--- src/rtl/mem_arb_pkg.sv ---
// Shared types and constants for the I/D-cache memory arbiter.
package mem_arb_pkg;

  typedef enum logic [1:0] {
    IDLE    = 2'd0,
    GRANT_I = 2'd1,
    GRANT_D = 2'd2
  } arb_state_e;

  typedef enum logic {
    SRC_I = 1'b0,
    SRC_D = 1'b1
  } arb_src_e;

  localparam int unsigned WORD_BYTES = 4;
  localparam int unsigned WORD_SHIFT = $clog2(WORD_BYTES);

endpackage

--- src/rtl/mem_arb_pick.sv ---
// Winner selection between the I- and D-cache requests.
// Optional feature macro: MEM_ARB_RR_EN (round-robin with a one-bit pointer); otherwise D wins ties.
module mem_arb_pick
  import mem_arb_pkg::*;
(
  input  logic i_clk,
  input  logic i_rst,
  input  logic i_burst_done,
  input  logic i_i_req,
  input  logic i_d_req,
  output logic o_win_valid,
  output logic o_win_d
);

`ifdef MEM_ARB_RR_EN
  arb_src_e r_ptr;

  always_ff @(posedge i_clk) begin
    if (i_rst) begin
      r_ptr <= SRC_D;
    end else if (i_burst_done) begin
      r_ptr <= (r_ptr == SRC_D) ? SRC_I : SRC_D;
    end
  end

  always_comb begin
    o_win_valid = i_i_req | i_d_req;
    o_win_d     = (i_i_req && i_d_req) ? (r_ptr == SRC_D) : i_d_req;
  end
`else
  // Clock, reset and burst-done only feed the pointer, which fixed priority does not have.
  logic w_unused_pick;
  assign w_unused_pick = ^{i_clk, i_rst, i_burst_done};

  always_comb begin
    o_win_valid = i_i_req | i_d_req;
    o_win_d     = i_d_req;
  end
`endif

endmodule

--- src/rtl/mem_arbiter.sv ---
// Shares one main-memory port between I-cache and D-cache line bursts.
// Optional feature macro: MEM_ARB_RR_EN (round-robin arbitration, see mem_arb_pick).
module mem_arbiter
  import mem_arb_pkg::*;
#(
  parameter int unsigned ADDR_WIDTH = 32,
  parameter int unsigned DATA_WIDTH = 32,
  parameter int unsigned BURST_LEN  = 4,
  localparam int unsigned BEAT_W    = (BURST_LEN > 1) ? $clog2(BURST_LEN) : 1
) (
  input  logic                  clk_i,
  input  logic                  rst_i,
  input  logic                  i_req_i,
  input  logic [ADDR_WIDTH-1:0] i_addr_i,
  output logic [DATA_WIDTH-1:0] i_rdata_o,
  output logic                  i_valid_o,
  output logic                  i_done_o,
  input  logic                  d_req_i,
  input  logic                  d_we_i,
  input  logic [ADDR_WIDTH-1:0] d_addr_i,
  input  logic [DATA_WIDTH-1:0] d_wdata_i,
  output logic [DATA_WIDTH-1:0] d_rdata_o,
  output logic                  d_valid_o,
  output logic                  d_done_o,
  output logic [BEAT_W-1:0]     beat_o,
  output logic                  mem_req_o,
  output logic                  mem_we_o,
  output logic [ADDR_WIDTH-1:0] mem_addr_o,
  output logic [DATA_WIDTH-1:0] mem_wdata_o,
  input  logic [DATA_WIDTH-1:0] mem_rdata_i,
  input  logic                  mem_ack_i
);

  localparam logic [BEAT_W-1:0] LAST_BEAT = BEAT_W'(BURST_LEN - 1);

  arb_state_e            r_state;
  arb_state_e            w_next_state;
  logic [ADDR_WIDTH-1:0] r_base;
  logic                  r_we;
  logic [BEAT_W-1:0]     r_beat;

  logic w_win_valid;
  logic w_win_d;
  logic w_granted;
  logic w_last;
  logic w_beat_done;
  logic w_burst_done;

  assign w_granted    = (r_state != IDLE);
  assign w_last       = (r_beat == LAST_BEAT);
  assign w_beat_done  = w_granted && mem_ack_i;
  assign w_burst_done = w_beat_done && w_last;

  mem_arb_pick u_pick (
    .i_clk        (clk_i),
    .i_rst        (rst_i),
    .i_burst_done (w_burst_done),
    .i_i_req      (i_req_i),
    .i_d_req      (d_req_i),
    .o_win_valid  (w_win_valid),
    .o_win_d      (w_win_d)
  );

  always_comb begin
    w_next_state = r_state;
    case (r_state)
      IDLE: begin
        if (w_win_valid) begin
          w_next_state = w_win_d ? GRANT_D : GRANT_I;
        end
      end
      GRANT_I, GRANT_D: begin
        if (w_burst_done) begin
          w_next_state = IDLE;
        end
      end
      default: w_next_state = IDLE;
    endcase
  end

  always_ff @(posedge clk_i) begin
    if (rst_i) begin
      r_state <= IDLE;
      r_beat  <= '0;
      r_base  <= '0;
      r_we    <= 1'b0;
    end else begin
      r_state <= w_next_state;
      if (r_state == IDLE) begin
        r_beat <= '0;
        if (w_win_valid) begin
          r_base <= w_win_d ? d_addr_i : i_addr_i;
          r_we   <= w_win_d & d_we_i;
        end
      end else if (mem_ack_i) begin
        r_beat <= w_last ? '0 : r_beat + 1'b1;
      end
    end
  end

  // Everything is gated by the grant so IDLE (and hence reset) drives all zeros.
  always_comb begin
    mem_req_o   = w_granted;
    mem_we_o    = 1'b0;
    mem_addr_o  = '0;
    mem_wdata_o = '0;
    i_valid_o   = 1'b0;
    i_done_o    = 1'b0;
    i_rdata_o   = '0;
    d_valid_o   = 1'b0;
    d_done_o    = 1'b0;
    d_rdata_o   = '0;
    beat_o      = r_beat;
    if (w_granted) begin
      mem_addr_o = r_base + (ADDR_WIDTH'(r_beat) << WORD_SHIFT);
    end
    if (r_state == GRANT_I) begin
      i_valid_o = mem_ack_i;
      i_done_o  = w_burst_done;
      if (mem_ack_i) begin
        i_rdata_o = mem_rdata_i;
      end
    end
    if (r_state == GRANT_D) begin
      mem_we_o    = r_we;
      mem_wdata_o = d_wdata_i;
      d_valid_o   = mem_ack_i;
      d_done_o    = w_burst_done;
      if (mem_ack_i && !r_we) begin
        d_rdata_o = mem_rdata_i;
      end
    end
  end

endmodule

--- config.mk ---
export PLATFORM = sky130hd
export DESIGN_NAME = mem_arbiter
export DESIGN_NICKNAME = d
export VERILOG_FILES = /design/src/rtl/mem_arb_pkg.sv /design/src/rtl/mem_arb_pick.sv /design/src/rtl/mem_arbiter.sv
export SDC_FILE = /design/constraint.sdc
export NUM_CORES = 1
export LEC_CHECK = 0
export BUFFER_PORTS_ARGS = -buffer_cell sky130_fd_sc_hd__buf_2
export CORE_MARGIN = 5
export CORE_UTILIZATION = 35
export DETAILED_ROUTE_END_ITERATION = 12
export PLACE_DENSITY = 0.8
export SETUP_SLACK_MARGIN = 0.15
export SLEW_MARGIN = 5
export SYNTH_ARGS = -nofsm -noshare
export SYNTH_HDL_FRONTEND = slang
export SYNTH_SLANG_ARGS = --single-unit
--- constraint.sdc ---
create_clock -name clk_i -period 2.2 [get_ports clk_i]
set_input_delay 0.22 -clock clk_i [delete_from_list [all_inputs] [get_ports clk_i]]
set_output_delay 0.22 -clock clk_i [all_outputs]
set_load 0.05 [all_outputs]
# ---- After elaboration in Yosys (flattened, before gate mapping)
# Cells that the tools add are included.
dict set report totals {
  out_inout_bits 136
  in_bits 134
  register_bits 37
  elab_cells 40
}
dict set report op_classes {
  n_addsub 2
  bitwise_logic 2
  eq_ne 5
  muxes 17
  n_reduce_logical 10
}
# operator count
set op_table {}
lappend op_table {{two-way mux 32 bit} 7}
lappend op_table {{adder 32 x 4 -> 32 bit} 1}
lappend op_table {{two-way mux 2 bit} 4}
lappend op_table {{two-way mux 1 bit} 5}
lappend op_table {{== test 2 bit, second input constant} 2}
lappend op_table {{!= test 2 x 1 -> 1 bit, second input constant} 2}
lappend op_table {{case mux 2 bit (2 select lines)} 1}
lappend op_table {{AND reduction 2 bit} 2}
lappend op_table {{OR reduction 2 bit} 2}
lappend op_table {{logical AND 1 bit} 3}
lappend op_table {{adder 2 x 1 -> 2 bit, second input constant} 1}
lappend op_table {{== test 2 x 1 -> 1 bit, second input constant} 1}
lappend op_table {{logical NOT 2 bit} 1}
lappend op_table {{nonzero test 2 bit} 1}
lappend op_table {{bitwise AND 1 bit} 1}
lappend op_table {{logical NOT 1 bit} 1}
lappend op_table {{bitwise OR 1 bit} 1}

# ---- Logic depth before layout (Yosys ltp)
dict set report logic_depth {
  ltp_word 5
  depth_mapped 7
  depth_no_buf 6
}

# ---- By module
# Synthesis repeated with hierarchy kept, for this count alone.
dict set report hier_totals {
  hier_cells 419
  area_unflattened_um2 3141.8
}
# module instances seq_area_each_um2 cells_each area_per_inst_um2
set by_module_without_submodules {}
lappend by_module_without_submodules {mem_arbiter 1 740.7 417 3128.0}
lappend by_module_without_submodules {mem_arb_pick 1 0.0 2 13.8}

# ---- Worst setup path after synthesis
# No wires, ideal clock.
dict set report synth_path {
  path_kind {register to output}
  from {register r_beat[0] (netlist: beat_o[0])}
  to {output port mem_addr_o[30]}
  t_required_ps 1980
  stages_incl_launch_ff 8
  path_buffers 1
  path_slack_ps -1182
  arrival_ps 3162
  path_cell_list {dfxtp_1 > ha_1 > fa_1 > nand4_1 > or3_4 > buf_6 > or4_1 > a21oi_1}
}
dict set report synth_between {
  elab_chain_len 2
}
# item line
set synth_rtl {}
lappend synth_rtl {{start: declaration} mem_arbiter.sv:40} ;# logic [BEAT_W-1:0] r_beat;
lappend synth_rtl {{start signal: assignment} mem_arbiter.sv:96} ;# r_beat <= w_last ? '0 : r_beat + 1'b1;
lappend synth_rtl {{adder 32 x 4 -> 32 bit} mem_arbiter.sv:115} ;# mem_addr_o = r_base + (ADDR_WIDTH'(r_beat) << WORD_SHIFT);
lappend synth_rtl {{two-way mux 32 bit} mem_arbiter.sv:114} ;# if (w_granted) begin
lappend synth_rtl {{end: declaration} mem_arbiter.sv:28} ;# output logic [ADDR_WIDTH-1:0] mem_addr_o,
# Every way passes these cells.

# ---- Final worst setup path
dict set report layout_path {
  from {register r_base[3]}
  to {output port mem_addr_o[25]}
}
dict set report layout_between {
  elab_chain_len 2
}
# item line
set layout_rtl {}
lappend layout_rtl {{start: declaration} mem_arbiter.sv:38} ;# logic [ADDR_WIDTH-1:0] r_base;
lappend layout_rtl {{start signal: assignment} mem_arbiter.sv:92} ;# r_base <= w_win_d ? d_addr_i : i_addr_i;
lappend layout_rtl {{adder 32 x 4 -> 32 bit} mem_arbiter.sv:115}
lappend layout_rtl {{two-way mux 32 bit} mem_arbiter.sv:114}
# Every way passes these cells.

==> results.sh <==
export IMPL_n_antenna_cell=0
export IMPL_numCtsBuffers=5
export IMPL_final_setup_skew_ns=0.005352
export IMPL_clock_sink_count=37
export IMPL_min_delay_path_class="in2reg"
export IMPL_leading_cell_type_in_the_layout_fill_and_taps_excluded="buf_2"
export IMPL_sw_frac_of_total_pct=52.43
export IMPL_violations="negative setup slack"
export IMPL_slew_headroom_pct=52.11
export IMPL_crit_path_start="r_base[3]"
export IMPL_nets=866
export IMPL_cts_tree="yes"
export IMPL_unrepaired_setup_endpoints_after_global_routing="true"
export IMPL_placement_io_buffers=269
export IMPL_power_per_cell_area_nw_per_um2=708.9
export IMPL_final_fill_count=727
export IMPL_floorplan_core_area_sq_um=8763
export IMPL_vias_per_cell=5.225
export IMPL_crit_type="reg2out"
export IMPL_met1_usage_pct=27.66
export IMPL_grt_max_degree=41
export IMPL_detail_route_antenna_nets=0
export IMPL_final_hold_viol_count=0
export IMPL_route_detailed_wl_per_inst_um=17.25
export IMPL_synth_fp_nets=563
export IMPL_final_max_slew_viol_count=0
export IMPL_power_frac_comb_pct=66.1
export IMPL_post_route_min_period_ns=2.581
export IMPL_max_cap_violations=0
export IMPL_finalCritPeriodShare_pct=117.3
export IMPL_p_leak_nw=2.966
export IMPL_initialDrtViolationCount=149
export IMPL_die_width_um=105.2
export IMPL_vert_die_dim_um=105.2
export IMPL_drt_pass1_iter_count=5
export IMPL_max_clock_freq_ghz=0.3874
export IMPL_crit_path_end_kind="output port"
export IMPL_global_route_usage_met2_pct=40.35
export IMPL_synth_seq_area_share_pct=23.33
export IMPL_stdcell_count=834
export IMPL_grt_pass1_wl_um=21190
export IMPL_tightest_slew_ns=0.7184
export IMPL_setup_viol=17
export IMPL_synth_warnings=0
export IMPL_worst_ep_required_time_ns=1.98
export IMPL_design_die_area_sq_um=11070
export IMPL_run_status="finished, violations left"
export IMPL_worst_ep_arrival_time_ns=2.36
export IMPL_synthesis_area_per_instance_sq_um=7.522
export IMPL_area_growth_synth_to_final_pct=82.34
export IMPL_cp_slowest_cell="or4_4"
export IMPL_clk_pin_slew_worst_paths_ns=0.07
export IMPL_synth_cell_type_count=36
export IMPL_groute_usage_overall_pct=23.03
export IMPL_number_of_instances_in_the_synthesized_netlist=422
export IMPL_clock_power_share_pct=11.2
export IMPL_initial_utilization_pct=36.22
export IMPL_grt_overflow_total=0
export IMPL_routed_wirelength_um=14390
export IMPL_max_clock_buf_depth=2
export IMPL_routed_via_count=4358
export IMPL_antenna_found_initial=1
export IMPL_final_layout_size_suffix_gt1_share_pct=57.02
export IMPL_ctsRootBufferMaster="clkbuf_8"
export IMPL_design_portCount=270
export IMPL_timing_critical_path_slowest_cell_delay_ns=0.49
export IMPL_worst_ir_drop_vdd_v=0.0003253
export IMPL_power_switching_mw=2.152
export IMPL_seqPwrFrac_pct=22.7
export IMPL_finalInstanceArea_sq_um=5788
export IMPL_critical_path_startpoint_type="flop"
export IMPL_first_global_vias=4083
export IMPL_final_critical_path_setup_slack_ns=-0.3814
export IMPL_drt_drc_violations_left=0
export IMPL_numPlacedInstances=821
export IMPL_cts_htree_levels=2
export IMPL_placed_area_sq_um=5239
export IMPL_reg2reg_from="r_state[0]"
export IMPL_clkLatencyLatePin_ns=0.29
export IMPL_globalplace_congestion=0.9416
export IMPL_worstPathCellList="ha_4, a21oi_2, or4_4, buf_6, or4_4, a21oi_4, buf_6"
export IMPL_grt_busiest_layer="met2"
export IMPL_min_from="d_we_i"
export IMPL_synth_ff_latch_count=37
export IMPL_detailedPlacementHpwl_um=11130
export IMPL_post_synth_instance_area_sq_um=3174
export IMPL_final_cell_mix="213 x buf_2, 65 x and2_1, 60 x buf_4"
export IMPL_critical_path_max_fanout=6
export IMPL_overall_power_mw=4.103
export IMPL_cell_internal_pwr_mw=1.952
export IMPL_use_met3_pct=5.562
export IMPL_num_rows=34
cell families (layout without fill, tap and decap cells):
group | after synthesis | in the layout | synth area share (%)
AND/OR/NAND/NOR | 216 | 216 | 38.47
AO/OA/AOI/OAI | 72 | 72 | 14.94
buffers and inverters | 45 | 349 | 6.464
flip-flops | 37 | 37 | 23.33
multiplexers | 34 | 34 | 10.76
XOR/XNOR | 11 | 11 | 3.035
adder cells (fa/ha/maj) | 7 | 7 | 2.996
worst paths after layout:
kind	slack, ns	cells after the start	endpoint
worst max-delay path	-0.38	7	mem_addr_o[25]
worst max register to register	0.34	7	r_base[27]
worst min-delay path	0.20	3	r_we
worst min register to register	0.51	2	r_base[0]
flip-flops by register name, summed over array words and instances, names as in the netlist:
name     count
r_we         1
beat_o       2
r_state      2
r_base      32
cells in the mapped netlist (all sizes together):
cell	number	share of area, %
xor2	3	0.83
o31ai	9	2.1
a211oi	33	7.8
clkbuf	32	4.4
nor2b	6	1.2
o21a	2	0.47
and4	3	0.83
and2	65	13
mux2	1	0.35
or3	7	1.5
nand3b	1	0.24
or4	10	2.4
inv	10	1.2
a21oi	20	3.2
nand2	11	1.3
nand4	7	1.6
xnor2	8	2.2
mux2i	33	10
and3	34	6.8
nor4	3	0.59
fa	1	0.63
buf	3	0.87
o21ai	7	1.1
nand3	8	1.7
nor2	52	6.1
o2bb2ai	1	0.28
nand2b	1	0.20
ha	6	2.4
nor3	8	1.3
dfxtp	37	23
layout make-up:
type,count,area [sq um],area share (%)
multi-input cells,340,2690,46.48
repair buffers,331,2086,36.04
inverters,10,37.54,0.6485
flip-flops and latches,37,753.2,13.01
clock inverters,3,17.52,0.3026
well taps,108,135.1,2.335
clock buffers,5,68.82,1.189
layer usage:
| layer | routed length (um) | vias to the layer above |
|---|---|---|
| li1 | - | 2098 |
| met1 | 5518 | 2019 |
| met2 | 7363 | 209 |
| met3 | 1151 | 30 |
| met4 | 346 | 2 |
| met5 | 8 | - |
through the flow:
step | utilization, % | hold WS [ns] | setup TNS [ns] | setup WS (ns)
finish | 66.05 | 0.2007 | -5.534 | -0.3814
detailed placement | 59.78 | 0.4906 | -2.200 | -0.2063
CTS | 63.99 | 0.1906 | -5.598 | -0.3890
global route | 66.05 | 0.2058 | -6.808 | -0.4372
global placement | 59.78 | 0.4843 | -1.877 | -0.1789
floorplan | - | 0.3882 | -2.583 | -0.3381
worst max-delay path: cells and delay by family, from the launching register on:
family | cells | cell delay (ns)
fa+ha+maj | 1 | 0.26
compound gates | 2 | 0.19
buf+inv | 2 | 0.33
flops | 1 | 0.36
simple gates | 2 | 0.93
power by group through the flow:
| stage | registers, mW | logic (mW) | clock network [mW] |
|---|---|---|---|
| 3_3_place_gp | 0.919 | 2.49 | 0 |
| 5_1_grt | 0.945 | 2.86 | 0.508 |
| 6_report | 0.931 | 2.71 | 0.460 |
| 4_1_cts | 0.921 | 2.64 | 0.472 |
| 3_5_place_dp | 0.929 | 2.53 | 0 |
| 2_1_floorplan | 0.957 | 1.73 | 0 |
what timing repair did:
item                                   CTS  global route
cloned                                   1             1
pin swaps                               16            12
endpoints found under the hold margin    0             0
hold buffers                             0             0
buffers inserted                         2             1
resized for setup                       68            56
setup endpoints to repair               25            64
Note: power is estimated with default switching activity, not from simulation.
